### src/rtl/adc_capture_ctrl_pkg.sv
// Shared definitions for the ADC capture controller and other consumers of
// deserialized ADC frames.
package adc_capture_ctrl_pkg;

    typedef enum logic [1:0] {
        ST_IDLE    = 2'd0,
        ST_ARMED   = 2'd1,
        ST_CAPTURE = 2'd2,
        ST_DRAIN   = 2'd3
    } state_t;

    localparam int OVF_W = 8;

    // Channel index width; a single-channel build still needs one bit.
    function automatic int ch_idx_w(input int ch_num);
        return (ch_num > 1) ? $clog2(ch_num) : 1;
    endfunction

    // Bit offset of channel ch inside a packed frame.
    function automatic int ch_lsb(input int ch, input int data_width);
        return ch * data_width;
    endfunction

endpackage

### src/rtl/adc_ch_scheduler.sv
// One-frame holding buffer plus channel-mask walker driving the readout stream.
// A frame is held as a pending-channel mask; the buffer is full while any bit remains.
module adc_ch_scheduler
    import adc_capture_ctrl_pkg::*;
#(
    parameter int DATA_WIDTH = 12,
    parameter int CH_NUM     = 8,
    parameter int CH_W       = ch_idx_w(CH_NUM)
) (
    input  logic                         CLKR,
    input  logic                         RST,
    input  logic                         clear,
    input  logic [CH_NUM-1:0]            mask,
    input  logic                         load,
    input  logic [CH_NUM*DATA_WIDTH-1:0] frame_in,
    input  logic                         clast_in,
    input  logic                         mark_last,
    output logic                         busy,
    output logic                         last_hs,
    output logic                         out_valid,
    input  logic                         out_ready,
    output logic [CH_W-1:0]              out_ch,
    output logic [DATA_WIDTH-1:0]        out_data,
    output logic                         out_flast,
    output logic                         out_clast
);

    logic [CH_NUM*DATA_WIDTH-1:0] frame_q;
    logic [CH_NUM-1:0]            pend_q;
    logic [CH_NUM-1:0]            pend_rest;
    logic                         clast_q;
    logic [CH_W-1:0]              cur_ch;
    logic [DATA_WIDTH-1:0]        lane [CH_NUM];
    logic                         hs;

    for (genvar i = 0; i < CH_NUM; i++) begin : g_lane
        assign lane[i] = frame_q[ch_lsb(i, DATA_WIDTH) +: DATA_WIDTH];
    end

    // Lowest pending channel is the current beat.
    always_comb begin
        cur_ch = '0;
        for (int i = CH_NUM - 1; i >= 0; i--) begin
            if (pend_q[i]) cur_ch = CH_W'(i);
        end
    end

    always_comb begin
        pend_rest         = pend_q;
        pend_rest[cur_ch] = 1'b0;
    end

    assign busy      = |pend_q;
    assign out_valid = busy & ~clear;
    assign hs        = out_valid & out_ready;
    assign out_flast = out_valid & ~(|pend_rest);
    assign last_hs   = hs & out_flast;
    // A link loss in the same cycle as the final beat must still tag that beat.
    assign out_clast = out_flast & (clast_q | mark_last);
    assign out_ch    = cur_ch;
    assign out_data  = lane[cur_ch];

    always_ff @(posedge CLKR or posedge RST) begin
        if (RST) begin
            pend_q  <= '0;
            frame_q <= '0;
            clast_q <= 1'b0;
        end else if (clear) begin
            pend_q  <= '0;
            clast_q <= 1'b0;
        end else if (load) begin
            pend_q  <= mask;
            frame_q <= frame_in;
            clast_q <= clast_in;
        end else begin
            if (hs) pend_q <= pend_rest;
            if (mark_last) clast_q <= 1'b1;
        end
    end

endmodule

### src/rtl/adc_capture_ctrl.sv
// ADC capture controller: arm/trigger FSM, frame counting and drop accounting
// in front of the channel scheduler that feeds the readout FIFO.
module adc_capture_ctrl
    import adc_capture_ctrl_pkg::*;
#(
    parameter int DATA_WIDTH = 12,
    parameter int CH_NUM     = 8,
    parameter int CNT_WIDTH  = 16
) (
    input  logic                         CLKR,
    input  logic                         RST,
    input  logic                         ARM,
    input  logic                         ABORT,
    input  logic                         SW_TRIG,
    input  logic                         EXT_TRIG,
    input  logic [CNT_WIDTH-1:0]         NSAMPLES,
    input  logic [CH_NUM-1:0]            CH_MASK,
    input  logic                         FRAME_OK,
    input  logic                         ENB,
    input  logic [CH_NUM*DATA_WIDTH-1:0] DATA,
    output logic                         OUT_VALID,
    input  logic                         OUT_READY,
    output logic [ch_idx_w(CH_NUM)-1:0]  OUT_CH,
    output logic [DATA_WIDTH-1:0]        OUT_DATA,
    output logic                         OUT_FLAST,
    output logic                         OUT_CLAST,
    output logic                         BUSY,
    output logic                         DONE,
    output logic                         LINK_ERR,
    output logic [OVF_W-1:0]             OVF_CNT
);

    state_t               state_q, state_d;
    logic                 ext_s1, ext_s2, ext_s3;
    logic                 trig;
    logic [CNT_WIDTH-1:0] rem_q;
    logic [CH_NUM-1:0]    mask_q;
    logic                 link_err_q;
    logic [OVF_W-1:0]     ovf_q;
    logic                 last_frame;
    logic                 buf_busy, buf_last_hs;
    logic                 arm_ok, link_loss, frame_take, load, drop, mark_last;

    // EXT_TRIG is asynchronous: two flops to synchronize, a third for the edge.
    always_ff @(posedge CLKR or posedge RST) begin
        if (RST) begin
            ext_s1 <= 1'b0;
            ext_s2 <= 1'b0;
            ext_s3 <= 1'b0;
        end else begin
            ext_s1 <= EXT_TRIG;
            ext_s2 <= ext_s1;
            ext_s3 <= ext_s2;
        end
    end

    assign trig       = SW_TRIG | (ext_s2 & ~ext_s3);
    assign last_frame = (rem_q == CNT_WIDTH'(1));

    always_ff @(posedge CLKR or posedge RST) begin
        if (RST) state_q <= ST_IDLE;
        else     state_q <= state_d;
    end

    always_comb begin
        state_d = state_q;
        if (ABORT) begin
            state_d = ST_IDLE;
        end else begin
            case (state_q)
                ST_IDLE:    if (arm_ok) state_d = ST_ARMED;
                ST_ARMED:   if (trig && FRAME_OK) state_d = ST_CAPTURE;
                ST_CAPTURE: if (link_loss || (frame_take && last_frame)) state_d = ST_DRAIN;
                ST_DRAIN:   if (!buf_busy) state_d = ST_IDLE;
                default:    state_d = ST_IDLE;
            endcase
        end
    end

    // ABORT masks every other action in its cycle.
    always_comb begin
        arm_ok     = 1'b0;
        link_loss  = 1'b0;
        frame_take = 1'b0;
        load       = 1'b0;
        drop       = 1'b0;
        mark_last  = 1'b0;
        DONE       = 1'b0;
        BUSY       = (state_q != ST_IDLE);
        if (!ABORT) begin
            case (state_q)
                ST_IDLE: arm_ok = ARM && (NSAMPLES != '0);
                ST_CAPTURE: begin
                    if (!FRAME_OK) begin
                        link_loss = 1'b1;
                        mark_last = 1'b1;
                    end else if (ENB) begin
                        frame_take = 1'b1;
                        if (mask_q != '0) begin
                            if (!buf_busy || buf_last_hs) load = 1'b1;
                            else                          drop = 1'b1;
                        end
                    end
                end
                ST_DRAIN: DONE = !buf_busy;
                default: ;
            endcase
        end
    end

    always_ff @(posedge CLKR or posedge RST) begin
        if (RST) begin
            rem_q      <= '0;
            mask_q     <= '0;
            link_err_q <= 1'b0;
            ovf_q      <= '0;
        end else begin
            if (arm_ok) begin
                rem_q      <= NSAMPLES;
                mask_q     <= CH_MASK;
                link_err_q <= 1'b0;
                ovf_q      <= '0;
            end
            if (frame_take) rem_q <= rem_q - CNT_WIDTH'(1);
            if (link_loss) link_err_q <= 1'b1;
            if (drop && (ovf_q != {OVF_W{1'b1}})) ovf_q <= ovf_q + OVF_W'(1);
        end
    end

    assign LINK_ERR = link_err_q;
    assign OVF_CNT  = ovf_q;

    adc_ch_scheduler #(
        .DATA_WIDTH(DATA_WIDTH),
        .CH_NUM    (CH_NUM)
    ) u_sched (
        .CLKR     (CLKR),
        .RST      (RST),
        .clear    (ABORT),
        .mask     (mask_q),
        .load     (load),
        .frame_in (DATA),
        .clast_in (last_frame),
        .mark_last(mark_last),
        .busy     (buf_busy),
        .last_hs  (buf_last_hs),
        .out_valid(OUT_VALID),
        .out_ready(OUT_READY),
        .out_ch   (OUT_CH),
        .out_data (OUT_DATA),
        .out_flast(OUT_FLAST),
        .out_clast(OUT_CLAST)
    );

endmodule

### config.mk
export PLATFORM = sky130hd
export DESIGN_NAME = adc_capture_ctrl
export DESIGN_NICKNAME = d
export VERILOG_FILES = /design/src/rtl/adc_capture_ctrl_pkg.sv /design/src/rtl/adc_ch_scheduler.sv /design/src/rtl/adc_capture_ctrl.sv
export SDC_FILE = /design/constraint.sdc
export NUM_CORES = 1
export LEC_CHECK = 0
export CAP_MARGIN = 10
export CORE_MARGIN = 3
export CORE_UTILIZATION = 45
export CTS_BUF_LIST = sky130_fd_sc_hd__clkbuf_16
export CTS_CLUSTER_DIAMETER = 80
export DETAILED_ROUTE_END_ITERATION = 6
export GPL_TIMING_DRIVEN = 0
export PLACE_DENSITY = 0.72
export SYNTH_ARGS = -nofsm -noshare
export SYNTH_HDL_FRONTEND = slang
export SYNTH_HIERARCHICAL = 1
export SYNTH_SLANG_ARGS = --single-unit
### constraint.sdc
create_clock -name CLKR -period 4.1 [get_ports CLKR]
set_clock_uncertainty 0.05 [all_clocks]
set_input_delay 0.82 -clock CLKR [delete_from_list [all_inputs] [get_ports CLKR]]
set_output_delay 0.82 -clock CLKR [all_outputs]
set_load 0.02 [all_outputs]
==> results.cfg <==
[timing]
maxSlewHeadroom = 0.453
fin_crit_ns = 3.95
setup_tns_ns = 0
final-setup-viol-count = 0
grt_setup_unrepaired = no
hold_viol_final = 0
fin_ws_ns = 0.146
drv_slew = 0
timing.fmax_mhz = 253
worst_pin_slew_ns = 0.820
layout_worst_path_cycle_share = 0.964

[logic_synthesis]
yosysUniqueCellTypes = 63
yosys.area.top_type = dfrtp_1
synth.avg_cell_area_um2 = 11.1
seq_area_frac_synth = 0.495
synth_cells = 650
ys.flop_type = dfrtp_1
ys.warnings.count = 6
yosysMostFrequentCell = dfrtp_1
synth-seq-cells = 143
synthTopCellsByCount = dfrtp_1, mux2_2, nand2_1
syn_area_um2 = 7220
yosys-top-cells-area = dfrtp_1, mux2_2, a21oi_1, nand2_1, mux2i_1
synth_nets = 786
async_flop_share = 1.00
synth_top_area_share = 0.495
synth_edf_count = 0

[final_layout]
fin_nets = 962
drive_gt1_frac = 0.222
diodes = 0
area_delta_synth_final_pct = 34.5
n_fill_cell = 1239
register_area_um2 = 3580
multi_input_area_um2 = 3430

[placement]
post-place-ws_ns = -0.690
gp_congestion = 0.888
port_buffers = 157
post-dp-hpwl_um = 14700

[power_and_ir_drop]
pwr_density_cell_nw_per_um2 = 501
p_leak_nw = 4.15
ir_worst_vdd_mv = 0.332
p_total_mw = 4.87

[die]
dieWidth_um = 133
core_um2 = 15400
start_util = 0.468
row_count = 45
die-area_um2 = 17600
ios = 158
die_h_um = 133

[grt]
met1_usage = 0.288
grt_util_met2 = 0.381
grt_max_degree = 57
overflow = 0
antenna_found_initial = 0
grt_use_met3 = 0.0669
grt_pass1_vias = 6151
grt.busiest_layer = met2
grt_use_total = 0.228
grt_pass1_wl_um = 31700

[clock_tree]
ctsHtreeMaxLevel = 4
clkLatencyLatePin_ns = 0.42
clk_path_buf_depth = 2
cts_root_buf = clkbuf_16
cts_buffers = 17
cts_tree = built
clkSinkCount = 143
postCtsSetupBuffers = 0
hold_buffers = 0
path_clk_slew_ns = 0.06

[route]
wire_per_inst_um = 18.8
avgViaCountPerCell = 5.61
drt-initial-drc-count = 527
wirelength_um = 19700
drtPass1Iterations = 5
ant_nets = 0
drc_errors = 0
num_vias = 5894

[worst_setup_path]
crit_fanout = 9
crit_arrival_ns = 3.08
worstSetupStartpointType = flip-flop
critPathCaptureType = primary output
cp.required_ns = 3.23
path_class = reg -> out

[outcome]
status = complete, no violations

[run]
maxCapViolations = 0

[hold_path]
hold_class = reg -> reg
[critical path: stages, from the launching register on]
cell,delay (ns)
dfrtp_1,0.37
buf_6,0.14
or4_1,0.52
buf_2,0.18
o21ai_1,0.14
a21boi_1,0.09
a311oi_2,0.41
o21a_1,0.21
clkdlybuf4s50_1,0.60
[layout by cell type, fill, tap and decap left out, types with 5 or more instances in the layout]
master,count
mux2_2,107
a21oi_1,41
a211o_1,7
dfrtp_1,143
clkdlybuf4s50_1,157
nor2_1,32
o22a_1,6
clkbuf_1,11
nand3_1,21
nand3b_1,9
or3_1,8
o21ai_1,5
inv_1,12
ha_1,7
o211ai_1,15
buf_2,9
nor3_1,12
mux2i_1,19
nand2_1,50
clkbuf_16,17
o21ai_0,30
nor4_1,5
a22oi_1,8
[per-stage QoR]
step                hold WS, ns  std cells  area [µm²]   util
floorplan                 0.281        650        7220      -
global placement          0.293       1018        9060  0.587
detailed placement        0.286       1019        9090  0.589
CTS                       0.313       1050        9700  0.629
global route              0.315       1050        9720  0.630
finish                    0.309       1050        9720  0.630
[layer usage]
| layer | share of wire | routed length, µm |
|---|---|---|
| met5 | 0 | 0 |
| met4 | 0.019 | 383 |
| met3 | 0.067 | 1330 |
| met2 | 0.49 | 9580 |
| met1 | 0.43 | 8440 |
[layout make-up]
cell class,count,share of cell area
sequential,143,0.368
multi-input combinational,459,0.353
timing repair buffer,158,0.165
clock buffer,17,0.0438
tap,211,0.0272
buffer,34,0.0191
clock inverter,15,0.0189
inverter,13,0.00528
[state kept, by name (all words and copies together), names as in the netlist]
| signal | count |
|---|---|
| LINK_ERR | 1 |
| u_sched/frame_q | 96 |
| state_q | 2 |
| mask_q | 8 |
| rem_q | 16 |
| OVF_CNT | 8 |
| ext_s2 | 1 |
| u_sched/clast_q | 1 |
| ext_s1 | 1 |
| u_sched/pend_q | 8 |
| ext_s3 | 1 |
[power by group]
part | switching (mW) | total, mW | internal (mW)
clock network | 0.625 | 1.59 | 0.966
registers | 0.283 | 2.05 | 1.77
logic | 0.570 | 1.23 | 0.657
total | 1.48 | 4.87 | 3.39
[cell families (layout without fill, tap and decap cells)]
kind of cell	after synthesis	in the layout	share of synthesized area
AO/OA/AOI/OAI	146	146	0.135
flip-flops	143	143	0.495
multiplexers	126	126	0.193
buffers and inverters	48	237	0.0319
AND/OR/NAND/NOR	176	176	0.127
XOR/XNOR	3	3	0.00364
adder cells (fa/ha/maj)	8	8	0.0135
[worst paths after layout]
| check | cells past startpoint | to | slack [ns] | startpoint |
|---|---|---|---|---|
| min in group asynchronous | 2 | u_sched/frame_q[6]$_DFFE_PP0P_ | 0.85 | RST |
| worst min register to register | 0 | ext_s2$_DFF_PP0_ | 0.31 | ext_s1$_DFF_PP0_ |
| worst max-delay path | 8 | OUT_CLAST | 0.15 | u_sched/pend_q[3]$_DFFE_PP0P_ |
| max in group asynchronous | 3 | u_sched/frame_q[44]$_DFFE_PP0P_ | 2.45 | RST |
| worst min-delay path | 0 | ext_s2$_DFF_PP0_ | 0.31 | ext_s1$_DFF_PP0_ |
| worst max register to register | 14 | u_sched/frame_q[71]$_DFFE_PP0P_ | 0.28 | u_sched/pend_q[3]$_DFFE_PP0P_ |
[timing repair]
action                                 4_1_cts  5_1_grt
pin swaps                                    0        0
setup endpoints to repair                   55       96
endpoints found under the hold margin        0        0
resized for setup                            2        9
No activity file was read; power rests on OpenSTA's default activity.
